<file path="config.mk">
export PLATFORM = sky130hd
export DESIGN_NAME = div
export DESIGN_NICKNAME = d
export VERILOG_FILES = /design/src/rtl/div.sv
export SDC_FILE = /design/constraint.sdc
export NUM_CORES = 1
export LEC_CHECK = 0
export CAP_MARGIN = 20
export CELL_PAD_IN_SITES_DETAIL_PLACEMENT = 0
export CELL_PAD_IN_SITES_GLOBAL_PLACEMENT = 1
export CORE_UTILIZATION = 45
export CTS_CLUSTER_SIZE = 28
export DETAILED_ROUTE_END_ITERATION = 12
export GPL_TIMING_DRIVEN = 0
export PLACE_DENSITY = 0.88
export SYNTH_ARGS = -nofsm -noshare
export SYNTH_HDL_FRONTEND = slang
export SYNTH_SLANG_ARGS = --single-unit
export TNS_END_PERCENT = 5
</file>
<file path="constraint.sdc">
create_clock -name clk -period 7.45 [get_ports clk]
set_input_delay 1.49 -clock clk [delete_from_list [all_inputs] [get_ports clk]]
set_output_delay 1.49 -clock clk [all_outputs]
set_load 0.05 [all_outputs]
</file>
<file path="src/rtl/div.sv">
// -----------------------------------------------------------------------------
// div -- 32-bit restoring radix-2 divider, signed or unsigned per operand.
//
// A request is accepted in IDLE. The block then runs 32 DIV cycles (one
// quotient bit each) and one FIX cycle (sign correction), and holds the
// result in DONE until the consumer takes it. Every divide takes the same
// number of cycles, whatever the operand values.
//
// Handshake: a transfer happens on a rising edge where valid and ready are
// both 1. req_ready is 1 only in IDLE. resp_valid is 1 only in DONE.
// resp_result does not change while resp_valid=1 and resp_ready=0.
//
// Ports
//   clk             single clock, rising edge
//   reset           asynchronous, active-low reset
//   req_valid       request strobe
//   req_ready       block is idle and can take a request
//   req_in_1_signed dividend is two's-complement
//   req_in_2_signed divisor is two's-complement
//   req_in_1        dividend [31:0]
//   req_in_2        divisor  [31:0]
//   resp_valid      resp_result holds a completed result
//   resp_ready      consumer takes the result
//   resp_result     {remainder[31:0], quotient[31:0]}
//   state_dbg       current FSM state (0 IDLE, 1 DIV, 2 FIX, 3 DONE)
// -----------------------------------------------------------------------------
module div (
   input  logic        clk,
   input  logic        reset,
   input  logic        req_valid,
   output logic        req_ready,
   input  logic        req_in_1_signed,
   input  logic        req_in_2_signed,
   input  logic [31:0] req_in_1,
   input  logic [31:0] req_in_2,
   output logic        resp_valid,
   input  logic        resp_ready,
   output logic [63:0] resp_result,
   output logic [1:0]  state_dbg
);

   typedef enum logic [1:0] {
      IDLE = 2'd0,
      DIV  = 2'd1,
      FIX  = 2'd2,
      DONE = 2'd3
   } state_t;

   state_t      state;
   state_t      state_nxt;

   logic        neg_1;     // dividend is signed and negative
   logic        neg_2;     // divisor is signed and negative
   logic        dvs_zero;  // divisor was zero
   logic [31:0] dvs;       // divisor magnitude
   logic [31:0] rem;       // partial remainder
   logic [31:0] quo;       // holds dividend bits (shifting out) and quotient bits (shifting in)
   logic [4:0]  cnt;       // iteration counter
   logic [63:0] result;

   logic        accept;
   logic        in_neg_1;
   logic        in_neg_2;
   logic [31:0] mag_1;
   logic [31:0] mag_2;
   logic [32:0] shifted;
   logic [32:0] diff;
   logic [31:0] quo_fix;
   logic [31:0] rem_fix;

   assign accept   = (state == IDLE) && req_valid;
   assign in_neg_1 = req_in_1_signed & req_in_1[31];
   assign in_neg_2 = req_in_2_signed & req_in_2[31];
   assign mag_1    = in_neg_1 ? -req_in_1 : req_in_1;
   assign mag_2    = in_neg_2 ? -req_in_2 : req_in_2;

   // The partial remainder is always below the divisor. So the shifted value
   // fits in 33 bits, and a successful subtract leaves a 32-bit remainder.
   assign shifted  = {rem, quo[31]};
   assign diff     = shifted - {1'b0, dvs};

   // With a zero divisor, every step subtracts successfully. This gives an
   // all-ones quotient and |dividend| as remainder. The remainder sign fix
   // below then restores the original dividend. The quotient is left
   // un-negated in that case.
   assign quo_fix  = ((neg_1 ^ neg_2) && !dvs_zero) ? -quo : quo;
   assign rem_fix  = neg_1 ? -rem : rem;

   // State register.
   always_ff @(posedge clk or negedge reset) begin
      if (!reset) begin
         state <= IDLE;
      end else begin
         state <= state_nxt;
      end
   end

   // Next state and handshake outputs.
   always_comb begin
      state_nxt  = state;
      req_ready  = 1'b0;
      resp_valid = 1'b0;
      case (state)
         IDLE: begin
            req_ready = 1'b1;
            if (req_valid) begin
               state_nxt = DIV;
            end
         end
         DIV: begin
            if (cnt == 5'd0) begin
               state_nxt = FIX;
            end
         end
         FIX: begin
            state_nxt = DONE;
         end
         DONE: begin
            resp_valid = 1'b1;
            if (resp_ready) begin
               state_nxt = IDLE;
            end
         end
         default: begin
            state_nxt = IDLE;
         end
      endcase
   end

   // Datapath.
   always_ff @(posedge clk or negedge reset) begin
      if (!reset) begin
         neg_1    <= 1'b0;
         neg_2    <= 1'b0;
         dvs_zero <= 1'b0;
         dvs      <= 32'd0;
         rem      <= 32'd0;
         quo      <= 32'd0;
         cnt      <= 5'd0;
         result   <= 64'd0;
      end else begin
         case (state)
            IDLE: begin
               if (accept) begin
                  neg_1    <= in_neg_1;
                  neg_2    <= in_neg_2;
                  dvs_zero <= (req_in_2 == 32'd0);
                  dvs      <= mag_2;
                  rem      <= 32'd0;
                  quo      <= mag_1;
                  cnt      <= 5'd31;
               end
            end
            DIV: begin
               if (!diff[32]) begin
                  rem <= diff[31:0];
                  quo <= {quo[30:0], 1'b1};
               end else begin
                  rem <= shifted[31:0];
                  quo <= {quo[30:0], 1'b0};
               end
               cnt <= cnt - 5'd1;
            end
            FIX: begin
               result <= {rem_fix, quo_fix};
            end
            default: begin
            end
         endcase
      end
   end

   assign resp_result = result;
   assign state_dbg   = state;

endmodule
</file>
==> results of run 1 <==
==> cell families (layout without fill, tap and decap cells) <==
family / count (synthesis) / in the layout / share of synthesized area
AOI/OAI and AO/OA: 392 / 392 / 0.210
xor gates and xnor gates: 151 / 151 / 0.117
adders and majority gates: 43 / 43 / 0.0481
buffers and inverters: 135 / 304 / 0.0517
DFF: 170 / 170 / 0.375
muxes: 54 / 54 / 0.0497
and+or+nand+nor: 356 / 356 / 0.149
==> area by class of cell <==
| cell class | instances | area share |
|---|---|---|
| flip-flops and latches | 170 | 0.310 |
| multi-input cells | 996 | 0.473 |
| repair buffers | 137 | 0.101 |
| clock inverters | 15 | 0.0125 |
| inverters | 61 | 0.0167 |
| well taps | 324 | 0.0295 |
| clock buffers | 17 | 0.0310 |
| plain buffers | 74 | 0.0260 |
==> state kept, by name, summed over array words and instances, names as in the netlist <==
name,count
cnt,5
dvs,32
dvs_zero,1
neg_1,1
neg_2,1
quo,32
rem,32
resp_result,64
state_dbg,2
==> worst max-delay path, stage by stage <==
cell and delay (ns):
clkdlybuf4s50_1 0.54, inv_1 0.10, ha_1 0.16, or3b_2 0.47, nor3_2 0.36, nand3_1 0.23
or4_4 0.50, o41ai_2 0.29, xor2_1 0.19, nand2_1 0.07, o21ai_1 0.10, o21ai_1 0.07
==> per-layer routing <==
metal | track usage | vias up | wire (µm)
li1 | - | 4904 | -
met4 | 0.0665 | 0 | 521
met5 | 0 | - | 0
met1 | 0.368 | 4833 | 15000
met3 | 0.0343 | 34 | 1740
met2 | 0.362 | 294 | 13300
==> through the flow <==
| stage | cells | power, mW |
|---|---|---|
| after floorplan | 1301 | 4.90 |
| after global placement | 1761 | 6.06 |
| after detailed placement | 1762 | 6.14 |
| after CTS | 1794 | 7.06 |
| after global routing | 1794 | 7.60 |
| final | 1794 | 7.05 |
==> power groups by stage <==
stage	clock network [mW]	logic (mW)	registers, mW
floorplan	0	2.63	2.27
global placement	0	4.31	1.75
detailed placement	0	4.38	1.76
CTS	0.917	4.40	1.75
global route	0.961	4.82	1.81
finish	0.903	4.40	1.75
==> worst max path at each step <==
stage / endpoint / slack, ns / cells after the start
detailed placement: quo[26] / 2.82 / 12
finish: quo[24] / 3.19 / 12
floorplan: quo[26] / 3.75 / 11
global route: quo[24] / 3.08 / 12
CTS: quo[26] / 3.26 / 12
global placement: resp_result[19] / -2.02 / 1
==> cells in the final DEF (no fill, tap or decap), drive strengths merged, types with 18 or more instances in the layout <==
master | Yosys | routed
mux2i | 35 | 35
inv | 61 | 70
dfrtp | 170 | 170
mux2 | 19 | 19
nand3 | 22 | 22
nand2 | 135 | 135
clkdlybuf4s50 | 0 | 135
clkbuf | 58 | 75
a21oi | 112 | 112
nor2 | 93 | 93
o31ai | 26 | 26
o21ai | 151 | 151
xnor2 | 58 | 58
xor2 | 93 | 93
ha | 42 | 42
buf | 16 | 18
==> summary.md, run 1 <==
| Metric | Value |
|---|---|
| Status | `completed` |
| Slew @ Worst Pin | `about 0.74 ns` |
| Final setup violation count | `0` |
| Port Buffer Count | `136` |
| Yosys Warn Count | `0` |
| Worst setup startpoint | `req_in_1[0]` |
| Pins over their slew limit | `0` |
| Post-Syn Area | `11300 µm²` |
| Post-synth top flop | `dfrtp_1` |
| Psw | `3.52 mW` |
| GRT overflow | `0` |
| Wirelength per Cell | `17.0 µm` |
| R2R setup slack | `3.98 ns` |
| Pre-CTS WS | `~2.8 ns` |
| Core Box Area | `24500 µm²` |
| Via/cell ratio | `5.61` |
| Register area | `4250 µm²` |
| CTS Sinks | `170` |
| Logic pwr share | `0.623` |
| Total track usage | `0.244` |
| Area of the multi-input gates | `6510 µm²` |
| Hold-fix buffers, CTS | `0` |
| Register area share after synthesis | `0.375` |
| GP Congestion | `0.924` |
| Hold Startpoint | `dvs[22]` |
| Die footprint | `25900 µm²` |
| Internal | `3.53 mW` |
| Initial antenna violation count | `0` |
| Power Dens Cells | `approximately 510 nW/µm²` |
| Area growth from synthesis to layout | `21.1%` |
| Routed Antenna Nets | `0` |
| Unique cell type count in the Yosys netlist | `between 70 and 80` |
| Fin crit period | `4.26 ns` |
| Number of iterations in the first detailed-routing pass | `5` |
| Fin Clk Skew | `0.00865 ns` |
| Vias in the first global route | `9404` |
| Chip height | `between 150 and 200 µm` |
| Post-layout util | `0.560` |
| EDFF count, synth | `0` |
| CP startpoint kind | `input pin` |
| Unrepaired setup endpoints after global routing | `no` |
| Post-DP HPWL | `23.9 mm` |
| Nets@finish | `around 1.6k` |
| Top-count cell post-synth | `dfrtp_1` |
| Syn_area_per_cell | `roughly 8.7 µm²` |
| Worst-path maximum fanout | `6` |
| Hold slack | `~0.48 ns` |
| Commonest cells in the netlist | `dfrtp_1 (170), nand2_1 (134), o21ai_0 (122), a21oi_1 (111)` |
| R2R Path Start | `dvs[0]` |
| Residual DRC count | `0` |
| Final cycle utilization of the critical path | `0.572` |
| Reg2Reg Depth | `13` |
| Final-report hold violation count | `0` |
| Pleak | `5.88 nW` |
| Setup slack after layout | `3.19 ns` |
| Clock power frac | `0.128` |
| Post-layout instance area | `~14000 µm²` |
| # diodes | `0` |
| Share of async-settable or async-resettable flops after synthesis | `1.00` |
| Post-synth top area share | `0.375` |
| Max frequency | `235 MHz` |
| R2R Path End | `rem[7]` |
| WHS Endpoint | `dvs[22]` |
| 1st-iter DRT viols | `slightly above 600` |
| Top post-synthesis cells by area | `dfrtp_1 (37%), xor2_1 (7.2%), o21ai_0 (5.4%)` |
| Fillers | `2300` |
| Post-CTS setup buffer count | `0` |
| WL final | `slightly above 30 mm` |
| Max-cap violations | `0` |
| Row count | `57` |
| Setup_tns | `0 ns` |
| # resized after CTS | `0` |
| IO Pins | `138` |
| Total nets after synthesis | `1414` |
| Crit Path Category | `in2reg` |
| First-pass GRT wire length | `50.3 mm` |
| Clk Latency, worst-skew pair | `0.43 ns` |
| Reg power frac | `0.249` |
| Placed inst area | `about 13000 µm²` |
| Sw Share | `0.499` |
| Critical Path Sink Type | `register` |
| Yosys reg bits | `170` |
| Req. time, crit path | `7.76 ns` |
| # H-tree levels | `4` |
| Worst min path class | `reg2reg` |
| CP arrival | `4.57 ns` |
| Slew HR | `0.509` |
| Hold path cells | `2` |
| DIE WIDTH | `161 µm` |
| Synth Instances | `approximately 1.3k` |
| Starting Density | `0.463` |
| Pin count of the biggest net entering global routing | `around 130` |
| Clock-pin slew on the worst setup and hold paths | `roughly 0.07 ns` |
| Max IR drop VDD | `0.313 mV` |
| Root Driver | `clkbuf_16` |
| DR vias | `10.1k` |
| Longest Clk Path Bufs | `2` |
| Cell taking the most area after synthesis | `dfrtp_1` |
| CTS tree | `done` |
| Total CTS buffers | `17` |
| Layout cells sized above 1 | `0.0619` |
Power figures use the tool's default switching activity.
==> run 2: changes to the inputs <==
- CORE_UTILIZATION: 45 -> 39
- PLACE_DENSITY: 0.88 -> 0.81
- clock period: 7.45 -> 3.9 ns (I/O delays scaled with it)
==> summary.md, run 2 (synthesis results as in run 1) <==
| Metric | Value |
|---|---|
| Number of iterations in the first detailed-routing pass | `7` |
| Pin count of the biggest net entering global routing | `roughly 100` |
| Clock-pin slew on the worst setup and hold paths | `0.07 ns` |
| GRT overflow | `0` |
| Req. time, crit path | `approximately 4.2 ns` |
| CP arrival | `around 3.8 ns` |
| First-pass GRT wire length | `51.0 mm` |
| Power Total | `13.6 mW` |
| Routed Antenna Nets | `0` |
| Port Buffer Count | `approximately 140` |
| CTS Sinks | `170` |
| Post-CTS setup buffer count | `0` |
| Pleak | `between 5 and 6 nW` |
| 1st-iter DRT viols | `653` |
| Area growth from synthesis to layout | `22.1%` |
| CP startpoint kind | `register` |
| Hold-fix buffers, CTS | `0` |
| Fin crit period | `3.53 ns` |
| Worst min path class | `in2async` |
| Chip height | `173 µm` |
| Max IR drop VDD | `0.408 mV` |
| DP Cell Count | `1822` |
| Final cycle utilization of the critical path | `0.906` |
| Pins over their slew limit | `0` |
| Residual DRC count | `0` |
| Commonest non-fill, non-tap cell in the layout | `dfrtp_1` |
| Die footprint | `29800 µm²` |
| Finished Layout Cells | `~1.9k` |
| Worst-path maximum fanout | `10` |
| Layout cells sized above 1 | `0.0619` |
| Via/cell ratio | `5.41` |
| Post-layout util | `0.484` |
| WL final | `between 30 and 40 mm` |
| Nets@finish | `1570` |
| Row count | `between 60 and 70` |
| Fin Clk Skew | `0.00993 ns` |
| DR vias | `10.0k` |
| Slew HR | `0.437` |
| Slew @ Worst Pin | `0.845 ns` |
| Vias in the first global route | `~9.5k` |
| GP Congestion | `0.907` |
| Starting Density | `0.396` |
| Flip-flop count of the largest register after layout | `64` |
| # resized after CTS | `0` |
| Total CTS buffers | `17` |
| # H-tree levels | `4` |
| Unrepaired setup endpoints after global routing | `no` |
| Final setup violation count | `0` |
| Crit Path Category | `reg2reg` |
| DIE WIDTH | `173 µm` |
| Max frequency | `283 MHz` |
| Clk Latency, worst-skew pair | `0.44 ns` |
| Max-cap violations | `0` |
| CTS tree | `done` |
| Pre-CTS WS | `0.00690 ns` |
| Final-report hold violation count | `0` |
| Core Box Area | `28600 µm²` |
| IO Pins | `138` |
| Most frequent cells in the layout | `dfrtp_1 (170), clkdlybuf4s50_1 (135), nand2_1 (134), o21ai_0 (122), a21oi_1 (111)` |
| Wirelength per Cell | `roughly 17 µm` |
| Critical Path Sink Type | `register` |
| Setup slack after layout | `0.367 ns` |
| Post-DP HPWL | `24.7 mm` |
| Longest Clk Path Bufs | `2` |
| Power Dens Cells | `~990 nW/µm²` |
| Status | `completed` |
| Hold slack | `0.287 ns` |
| Root Driver | `clkbuf_16` |
| Total track usage | `0.216` |
| Initial antenna violation count | `0` |
| # diodes | `0` |
[run 2: layout make-up]
cell class,instances,area [µm²]
fillers,2728,14800
multi-input cells,996,6510
flip-flops and latches,170,4250
repair buffers,137,1390
well taps,384,480
clock buffers,17,425
plain buffers,74,358
inverters,61,229
clock inverters,15,209
[run 2: per-layer routing]
layer | track usage | up-vias | wire length, µm
li1 | - | 4910 | -
met1 | 0.285 | 4800 | 14300
met2 | 0.356 | 258 | 15100
met3 | 0.0317 | 58 | 1630
met4 | 0.0826 | 0 | 854
met5 | 0 | - | 0
[run 2: worst paths after layout]
kind / end / slack (ns) / from / cells after the start
max in group asynchronous: dvs[30] / 2.73 / reset / 2
max: rem[16] / 0.37 / quo[31] / 14
min in group clk: dvs[20] / 0.48 / dvs[20] / 2
max reg2reg: rem[16] / 0.37 / quo[31] / 14
min reg2reg: dvs[20] / 0.48 / dvs[20] / 2
min: resp_result[7] / 0.29 / reset / 1
[run 2: critical path: stages (launching register included)]
cell and delay, ns:
dfrtp_1 0.38, inv_1 0.11, ha_1 0.22, fa_1 0.40, nand2b_1 0.18, a21oi_1 0.27
a2111o_1 0.23, a21oi_2 0.10, o221a_4 0.25, or4_4 0.53, o311ai_4 0.10, buf_12 0.19
buf_12 0.15, mux2i_1 0.20, o21ai_1 0.08
[run 2: report_power, final]
group	internal [mW]	switching, mW
clock network	1.08	0.765
logic	3.26	5.21
registers	2.57	0.758
total	6.92	6.73
[run 2: stage by stage]
step | instance area [µm²] | setup TNS (ns)
3_5_place_dp | 13200 | 0
4_1_cts | 13900 | 0
2_1_floorplan | 11300 | 0
5_1_grt | 13900 | 0
6_report | 13900 | 0
3_3_place_gp | 13200 | -866.65
==> patch: new RTL, flow settings as in run 1 <==
Put one more register stage on the output `state_dbg`, with the module's reset. The value now appears one clock later. The other outputs are not delayed to match.
--- a/src/rtl/div.sv
+++ b/src/rtl/div.sv
@@ -171,6 +171,12 @@
    end
 
    assign resp_result = result;
-   assign state_dbg   = state;
+   always_ff @(posedge clk or negedge reset) begin
+      if (!reset) begin
+         state_dbg <= '0;
+      end else begin
+         state_dbg <= state;
+      end
+   end
 
 endmodule
Check against the original RTL: not equivalent (Yosys sat finds a counterexample within 4 cycles, from zero or initial values and one cycle with reset low).
==> patch against run 1 <==
- sequential cell count is 2 higher
- worst setup slack worse by 0.081 ns
- final cell count is 0.84% lower
- count of clock-buffer cells in the layout stayed put
- synthesized cell count is 0.85% lower
- cell area is 2.3% lower
- sequential power is 6% higher
- routed wire length is 0.17% higher
- area after synthesis is 2.6% lower
- power is 2.0% higher
- register-to-register slack worse by 0.72 ns
- clock skew is 0.0056 ns higher
- largest cell class unchanged
- highest routed layer unchanged
==> patch: results <==
set metrics [dict create \
    yosys-top-cells-area "dfrtp_1, xor2_1, o21ai_0" \
    htree_levels 4 \
    status "complete, no violations" \
    placed_area_sq_mm 0.0129 \
    fin_nets 1560 \
    clk_latency_ns 0.44 \
    ys_seq_area_share_pct 38.9 \
    drt_first_iter_violations 612 \
    rrSetupSlack_ns 3.26 \
    skew_ns 0.0143 \
    ys_warn_count 0 \
    drive_gt1_share_pct 5.07 \
    clk_share_pct 4.26 \
    p_leak_nw 5.61 \
    reg2reg_to "rem[27]$_DFFE_PN0P_" \
    post_synth_num_cell_types 57 \
    post_drt_wl_per_cell_um 17.2 \
    flops_and_latches 172 \
    tightest_slew_ns 0.946 \
    track_usage_pct 24.6 \
    non_clock_buffer_count 202 \
    finalCriticalPeriod_ns 4.34 \
    bufAreaShareNonClock_pct 12.3 \
    grt_pass1_wl_mm 49.7 \
    inv_count 55 \
    syn-num-nets 1403 \
    syn_to_final_growth_pct 21.5 \
    multi_input_area_sq_mm 0.00630 \
    portBuffers 137 \
    cp_slowest_cell "nor3b_1" \
    hp-start "state[0]$_DFFE_PN0P_" \
    crit_fanout 5 \
    fillers 2159 \
    drt_first_pass_iters 7 \
    multi_input_cells 999 \
    ff2ff_path_depth 14 \
    grt_max_degree 124 \
    gp_congestion 0.891 \
    hpwl_mm 23.7 \
    core-area_sq_mm 0.0238 \
    whs_ns 0.443 \
    arrival_ns 4.69 \
    avgViaCountPerCell 5.56 \
    whs_path_depth 0 \
    seq_area_sq_mm 0.00430 \
    peakVddDrop_mv 0.257 \
]
patch: critical path, delay by kind of cell:
family                    cells  cell delay [ns]
buffers and inverters         1             0.47
xor gates and xnor gates      1             0.20
and+or+nand+nor               6             1.90
muxes                         1             0.10
AOI/OAI and AO/OA             2             0.55
patch: report_power, final:
part	switching, mW	internal (mW)	leakage [nW]
Combinational	2.80	1.68	3.25
Clock	0.429	0.444	0.273
Sequential	0.469	1.38	2.09
patch: cell families after synthesis:
kind of cell / Yosys count / synth area share [%]
AOI/OAI and AO/OA: 386 / 20.8
xor gates and xnor gates: 147 / 11.6
adders and majority gates: 43 / 4.93
buffers and inverters: 119 / 4.07
DFF: 172 / 38.9
muxes: 32 / 3.16
and+or+nand+nor: 391 / 16.5
patch: layer usage:
layer  part of all wire [%]  track usage [%]  vias to the layer above
met3                    6.2             3.92                       27
met5                      0                0                        -
li1                       -                -                     4896
met1                     50             37.1                     4664
met4                    1.1             5.65                        0
met2                     43             36.7                      312
patch: worst max-delay path by stage:
stage,from,to,slack (ns)
floorplan,req_in_2[10],dvs[30]$_DFFE_PN0P_,3.56
global placement,reset,resp_result[6]$_DFFE_PN0P_,-2.13
detailed placement,req_in_2[8],dvs[30]$_DFFE_PN0P_,2.67
CTS,req_in_1[2],quo[27]$_DFFE_PN0P_,3.12
global route,req_in_1[2],quo[29]$_DFFE_PN0P_,2.85
finish,req_in_1[2],quo[27]$_DFFE_PN0P_,3.11
patch: through the flow:
step / instances / setup WS (ns)
global placement: 1746 / -2.13
detailed placement: 1747 / 2.67
finish: 1779 / 3.11
global route: 1779 / 2.85
floorplan: 1290 / 3.56
CTS: 1779 / 3.12
